==> src/rtl/coreuart_fifo_sync.sv <==
`default_nettype none
// +----------------------------------------------------------------------------+
// | Module      : coreuart_fifo_sync                                           |
// | Description : Parametrised single-clock FIFO for the CoreUART TX/RX paths.  |
// |               RAM plus wrapping pointers, fill count, live almost-full and  |
// |               almost-empty thresholds, synchronous flush, and one-cycle     |
// |               overflow/underflow pulses.                                    |
// | Ports       : CLK, RESET_N (sync, active-low), CLR (sync flush)             |
// |               WE/DI  - write request and data                               |
// |               RE/DO  - read request and registered read data                |
// |               AF_LEVEL/AE_LEVEL - almost-full / almost-empty thresholds     |
// |               COUNT, FULL, EMPTY, AFULL, AEMPTY - fill status               |
// |               OVERFLOW/UNDERFLOW - dropped write / dropped read pulses      |
// | Revision    : 1.0 - initial release                                        |
// +----------------------------------------------------------------------------+
module coreuart_fifo_sync #(
   parameter int WIDTH      = 8,
   parameter int DEPTH_LOG2 = 8
) (
   input  logic                  CLK,
   input  logic                  RESET_N,
   input  logic                  CLR,
   input  logic                  WE,
   input  logic [WIDTH-1:0]      DI,
   input  logic                  RE,
   output logic [WIDTH-1:0]      DO,
   input  logic [DEPTH_LOG2:0]   AF_LEVEL,
   input  logic [DEPTH_LOG2:0]   AE_LEVEL,
   output logic [DEPTH_LOG2:0]   COUNT,
   output logic                  FULL,
   output logic                  EMPTY,
   output logic                  AFULL,
   output logic                  AEMPTY,
   output logic                  OVERFLOW,
   output logic                  UNDERFLOW
);

   localparam int CW    = DEPTH_LOG2 + 1;
   localparam int DEPTH = 1 << DEPTH_LOG2;
   localparam logic [CW-1:0] C_DEPTH_COUNT = CW'(DEPTH);

   logic [WIDTH-1:0]      mem_q [DEPTH];
   logic [DEPTH_LOG2-1:0] wptr_q, wptr_d;
   logic [DEPTH_LOG2-1:0] rptr_q, rptr_d;
   logic [CW-1:0]         count_q, count_d;
   logic [WIDTH-1:0]      dout_q, dout_d;
   logic                  overflow_q, overflow_d;
   logic                  underflow_q, underflow_d;

   logic                  w_full;
   logic                  w_empty;
   logic                  w_wr_acc;
   logic                  w_rd_acc;

   // Flags come from the registered count, so a word written into an empty
   // FIFO is not visible to the reader until the following cycle.
   assign w_full  = (count_q == C_DEPTH_COUNT);
   assign w_empty = (count_q == '0);

   // A full FIFO still takes a write when a read frees a slot in the same
   // cycle. A flush suppresses both requests.
   assign w_wr_acc = ~CLR & WE & (~w_full | RE);
   assign w_rd_acc = ~CLR & RE & ~w_empty;

   always_comb begin
      wptr_d      = wptr_q;
      rptr_d      = rptr_q;
      count_d     = count_q;
      dout_d      = dout_q;
      overflow_d  = 1'b0;
      underflow_d = 1'b0;

      if (CLR) begin
         wptr_d  = '0;
         rptr_d  = '0;
         count_d = '0;
         dout_d  = '0;
      end else begin
         if (w_wr_acc) begin
            wptr_d = wptr_q + DEPTH_LOG2'(1);
         end
         if (w_rd_acc) begin
            rptr_d = rptr_q + DEPTH_LOG2'(1);
            dout_d = mem_q[rptr_q];
         end
         count_d     = count_q + CW'(w_wr_acc) - CW'(w_rd_acc);
         overflow_d  = WE & w_full & ~RE;
         underflow_d = RE & w_empty;
      end
   end

   always_ff @(posedge CLK) begin
      if (!RESET_N) begin
         wptr_q      <= '0;
         rptr_q      <= '0;
         count_q     <= '0;
         dout_q      <= '0;
         overflow_q  <= 1'b0;
         underflow_q <= 1'b0;
      end else begin
         wptr_q      <= wptr_d;
         rptr_q      <= rptr_d;
         count_q     <= count_d;
         dout_q      <= dout_d;
         overflow_q  <= overflow_d;
         underflow_q <= underflow_d;
      end
   end

   // Storage is never cleared; only the pointers are reset.
   always_ff @(posedge CLK) begin
      if (RESET_N && w_wr_acc) begin
         mem_q[wptr_q] <= DI;
      end
   end

   assign DO        = dout_q;
   assign COUNT     = count_q;
   assign FULL      = w_full;
   assign EMPTY     = w_empty;
   assign AFULL     = (count_q >= AF_LEVEL);
   assign AEMPTY    = (count_q <= AE_LEVEL);
   assign OVERFLOW  = overflow_q;
   assign UNDERFLOW = underflow_q;

endmodule
`default_nettype wire

==> config.mk <==
export PLATFORM = sky130hd
export DESIGN_NAME = coreuart_fifo_sync
export DESIGN_NICKNAME = d
export VERILOG_FILES = /design/src/rtl/coreuart_fifo_sync.sv
export SDC_FILE = /design/constraint.sdc
export NUM_CORES = 2
export LEC_CHECK = 0
export CORE_ASPECT_RATIO = 1.25
export CORE_MARGIN = 4
export CORE_UTILIZATION = 48
export DETAILED_ROUTE_END_ITERATION = 7
export PLACE_DENSITY = 0.72
export SETUP_SLACK_MARGIN = 0.15
export SYNTH_ARGS = -nofsm -noshare
export SYNTH_HDL_FRONTEND = slang
export SYNTH_SLANG_ARGS = --single-unit
==> constraint.sdc <==
create_clock -name CLK -period 6.3 [get_ports CLK]
set_input_delay 0.63 -clock CLK [delete_from_list [all_inputs] [get_ports CLK]]
set_output_delay 0.63 -clock CLK [all_outputs]
set_load 0.01 [all_outputs]
* After elaboration in Yosys (flattened, before gate mapping) *
Memories as Yosys holds them, arrays and structs flattened. A register that Yosys moved wholly into a read port is not among the register bits.
Cells that the tools add are included.

word-level totals
  memories kept = 1
  input port bits = 31
  bits in writable memories = 2,048
  logic and storage cells = 31
  register bits after elaboration = 27

memories
  name   words  bits a word  read ports  clocked after Yosys merged registers in  wr ports  line  text
  mem_q  256    8            1           1                                        1         42    logic [WIDTH-1:0] mem_q [DEPTH];

cells by class
  bitwise operators = 13
  reductions and logical operators = 3
  magnitude comparators = 2
  add/sub/neg operators = 4
  eq/ne operators = 1
  mux-type cells = 2

operators with widths
  operator                                                        number
  8-bit by 1-bit adder with 8-bit output (second input constant)  2
  9-bit by 1-bit adder with 9-bit output                          1
  9-bit == test (second input constant)                           1
  9-bit greater-or-equal comparator                               1
  9-bit less-or-equal comparator                                  1
  9-bit logical NOT                                               1
  9-bit by 1-bit subtractor with 9-bit output                     1
  1-bit bitwise AND                                               7
  1-bit NOT                                                       5
  1-bit 2-to-1 mux                                                2
  2-bit OR reduction                                              1
  1-bit logical AND                                               1
  1-bit bitwise OR                                                1

* Longest topological paths before layout *
  depth in word-level cells = 7
  mapped depth = 18

* Worst setup path after synthesis *
Ideal clock, no wire load.

  kind = reg2reg
  from = register count_q[2] (netlist: COUNT[2])
  to = register count_q[8] (netlist: COUNT[8])
  path buffers = 0
  cell stages (with the launch flop) = 18
  library setup time = 0.129 ns
  arrival time = 3.131 ns
  slack = 3.040 ns
  data required time = 6.171 ns
  cells stage by stage = dfxtp_1 -> inv_1 -> ha_1 -> nand3b_1 -> o31ai_1 -> nor2_1 -> ha_1 -> inv_1 -> ha_1 -> inv_1 -> fa_1 -> nand2b_1 -> a21oi_1 -> o21ai_0 -> a21oi_1 -> o211ai_1 -> a21oi_1 -> nor3b_1

RTL lines
  element                                      line  text
  start, declared                              45    logic [CW-1:0] count_q, count_d;
  start signal, assigned                       103   count_q <= count_d;
  9-bit logical NOT                            58    assign w_empty = (count_q == '0);
  1-bit NOT                                    63    assign w_rd_acc = ~CLR & RE & ~w_empty;
  1-bit bitwise AND                            63
  via w_rd_acc                                 53    logic w_rd_acc;
  9-bit by 1-bit subtractor with 9-bit output  86    count_d = count_q + CW'(w_wr_acc) - CW'(w_rd_acc);

The timed path passes the listed nets, and every way through them passes these cells.
A chain may end at the register's enable or synchronous reset.

* Worst setup path in the final report *
  from = register count_q[3] (netlist: COUNT[3])
  to = memory mem_q[111][0], enable pin

between the ends
  longest elaborated chain between the ends = 7

RTL lines
  element                                 line  text
  9-bit == test                           57    assign w_full = (count_q == C_DEPTH_COUNT);
  1-bit NOT                               62    assign w_wr_acc = ~CLR & WE & (~w_full | RE);
  1-bit bitwise OR                        62
  1-bit bitwise AND                       62
  1-bit logical AND                       112   if (RESET_N && w_wr_acc) begin
  1-bit 2-to-1 mux                        112
  1-bit 2-to-1 mux (not written as such)  113   mem_q[wptr_q] <= DI;
  end, declared                           42

No other way between the ends.

==> results.json <==
{
  "synth_edf_count": 2048,
  "final_critical_path_setup_slack_ns": 1.33,
  "post-dp-hpwl_um": 114000,
  "dpl.cell_count": 5913,
  "die_y_um": 467,
  "final_util_pct": 53.5,
  "area_growth_pct": 10.9,
  "antenna_found_initial": 5,
  "cp_common_cell": "nor2_1",
  "grt_pass1_vias": 39946,
  "post_cts_buffers": 0,
  "syn_inst": 3808,
  "timing.setup.tns_ns": 0,
  "place_congestion": 0.852,
  "post_drt_via_cell_ratio": 6.29,
  "io_buffers": 53,
  "cts_tree": "done",
  "power.total_mw": 28.9,
  "htree_levels": 4,
  "worstSkewPairLatency_ns": 0.82,
  "synthArstFlopShare_pct": 0,
  "clockBufferDepth": 3,
  "syn_area_per_cell_um2": 21.2,
  "clock_sinks": 2083,
  "end_kind": "register",
  "route.antenna.remaining_nets": 0,
  "ys_seq_area_share_pct": 77.0,
  "ys.flop_type": "edfxtp_1",
  "core_um2": 168000,
  "final.setup_skew_ns": 0.0203,
  "post_cts_resized": 0,
  "worst_slew_pin_slew_ns": 1.20,
  "finalInstanceArea_um2": 89600,
  "numCtsBuffers": 174,
  "grt_max_degree": 198,
  "synth_area_um2": 80800,
  "post-route-period-util_pct": 78.9,
  "hold_slack_ns": 0.387,
  "path_class": "register to register",
  "core.rowCount": 168,
  "cp.required_ns": 6.74,
  "preCtsSetupSlack_ns": 1.12,
  "synth_cell_type_count": 61,
  "avgRoutedWirePerCell_um": 30.9,
  "leakage_nw": 26.7,
  "powerDensity_nw_per_um2": 323,
  "cts_hold_buffers": 0,
  "slowest_delay_ns": 1.11,
  "min_period_ns": 4.97,
  "nets": 3946,
  "drt_iter0_drc": 5164,
  "place_area_um2": 83700,
  "route.detailed.drc": 0,
  "outcome": "complete, no violations",
  "start_util_pct": 48.2,
  "slew_headroom_pct": 19.5,
  "via_count": 39222,
  "synth_seq_cells": 2083,
  "fin_cells": 6236,
  "start_kind": "register",
  "drive_above_1_share_pct": 21.7,
  "routed_wl_um": 193000,
  "first_pass_iters": 7,
  "fp.dieW_um": 375,
  "num_io_pins": 54,
  "hold_path.class": "primary input to register",
  "critical_path.max_fanout": 16,
  "clk_pin_slew_ns": 0.07,
  "crit_slowest_cell": "nand3_1",
  "cts-root-buf": "clkbuf_16",
  "grt_overflow_total": 0,
  "rsz0062_at_grt": "false",
  "hold_violations": 0,
  "synth_warnings": 0,
  "track_usage_pct": 22.1,
  "path_cells": "inv_1 -> ha_1 -> nand3b_1 -> o41ai_2 -> nor2_1 -> nand2_1 -> nor3_1 -> nand3_1 -> nor2_1",
  "drv_slew": 0,
  "arrival_ns": 5.41,
  "fmax_mhz": 201,
  "dieArea_um2": 175000,
  "cap_violations": 0,
  "irDropWorstVdd_mv": 0.275,
  "syn_nets": 3875,
  "setup_viol_count_final": 0,
  "grt_pass1_wl_um": 283000
}
-- final timing paths --
path / startpoint / endpoint / slack (ns) / cells past startpoint
min: DI[4] / mem_q[11][4]$_DFFE_PP_ / 0.39 / 1
max reg2reg: COUNT[3]$_SDFF_PP0_ / mem_q[111][0]$_DFFE_PP_ / 1.33 / 9
min reg2reg: rptr_q[7]$_SDFFE_PP0P_ / rptr_q[7]$_SDFFE_PP0P_ / 0.57 / 2
max: COUNT[3]$_SDFF_PP0_ / mem_q[111][0]$_DFFE_PP_ / 1.33 / 9
-- sequential cells by signal, indices dropped and copies added (netlist names) --
register and flops:
UNDERFLOW 1, DO 8, rptr_q 8, OVERFLOW 1, COUNT 9, wptr_q 8, mem_q 2048
-- layout by cell type, fill, tap and decap left out, drive strengths merged, types with 4 or more instances in the layout --
master         synthesis  routed
edfxtp              2048    2048
mux4                 494     494
nor2                 302     302
clkbuf               122     218
a221oi                78      78
a22o                  76      76
buf                  105      69
clkinv                 0      66
nand2                 55      55
mux2i                 53      53
a22oi                 52      52
o22ai                 49      49
inv                   39      47
clkdlybuf4s50          0      45
o21ai                 37      37
ha                    35      35
dfxtp                 35      35
nand3                 30      30
bufinv                 0      22
a21oi                 21      21
nor3                  16      16
clkinvlp               0      16
nor2b                 14      14
a211oi                13      13
nand2b                12      12
nand4                 12      12
mux2                  12      12
xor2                  11      11
xnor2                  8       8
nor4                   6       6
and3                   6       6
a32oi                  6       6
and2                   6       6
a31oi                  5       5
or3                    4       4
a21o                   4       4
o21a                   4       4
a2111oi                4       4
o32ai                  4       4
-- synth_stat cells, drive strengths merged (16+ instances only) --
master / instances / share of area [%]
nand3: 30 / 0.19
mux2i: 53 / 0.66
o22ai: 49 / 0.38
a221oi: 78 / 0.85
mux4: 494 / 14
a22o: 76 / 0.82
a21oi: 21 / 0.13
inv: 39 / 0.18
nand2: 55 / 0.26
o21ai: 37 / 0.23
a22oi: 52 / 0.48
nor3: 16 / 0.099
ha: 35 / 0.54
dfxtp: 35 / 0.87
edfxtp: 2048 / 76
buf: 105 / 0.88
clkbuf: 122 / 0.57
nor2: 302 / 1.4
-- where the power goes --
group / total [mW] / internal, mW / switching [mW]
sequential: 15.3 / 15.2 / 0.0917
clock: 11.1 / 6.16 / 4.90
combinational: 2.53 / 1.16 / 1.37
total: 28.9 / 22.6 / 6.36
-- critical path, delay by kind of cell (launching register included) --
kind,cells,cell delay [ns]
adders and majority gates,1,0.19
buffers and inverters,1,0.09
AOI/OAI and AO/OA,1,0.15
DFF,1,0.43
and+or+nand+nor,6,3.72
-- logic make-up after synthesis --
kind of cell	count (synthesis)	share of synthesized area (%)
mux	559	14.6
simple gates	474	2.52
flops	2083	77.0
xor+xnor	19	0.206
buf+inv	266	1.63
compound gates	371	3.47
fa+ha+maj	36	0.567
-- routing by layer --
layer  vias up  GRT usage, %  part of all wire, %
li1      16103             -                    -
met1     20457          29.3                   37
met2      2256          36.2                   50
met3       400          4.15                  9.0
met4         6          9.30                  4.4
met5         -             0                0.021
-- area by class of cell --
class | instances | area, µm²
fillers | 12258 | 77900
flip-flops and latches | 2083 | 62200
multi-input cells | 1459 | 17300
clock buffers | 210 | 4600
well taps | 2210 | 2770
repair buffers | 122 | 1280
clock inverters | 112 | 1250
inverters | 39 | 146
diodes | 1 | 2.50
Power figures use the tool's default switching activity.
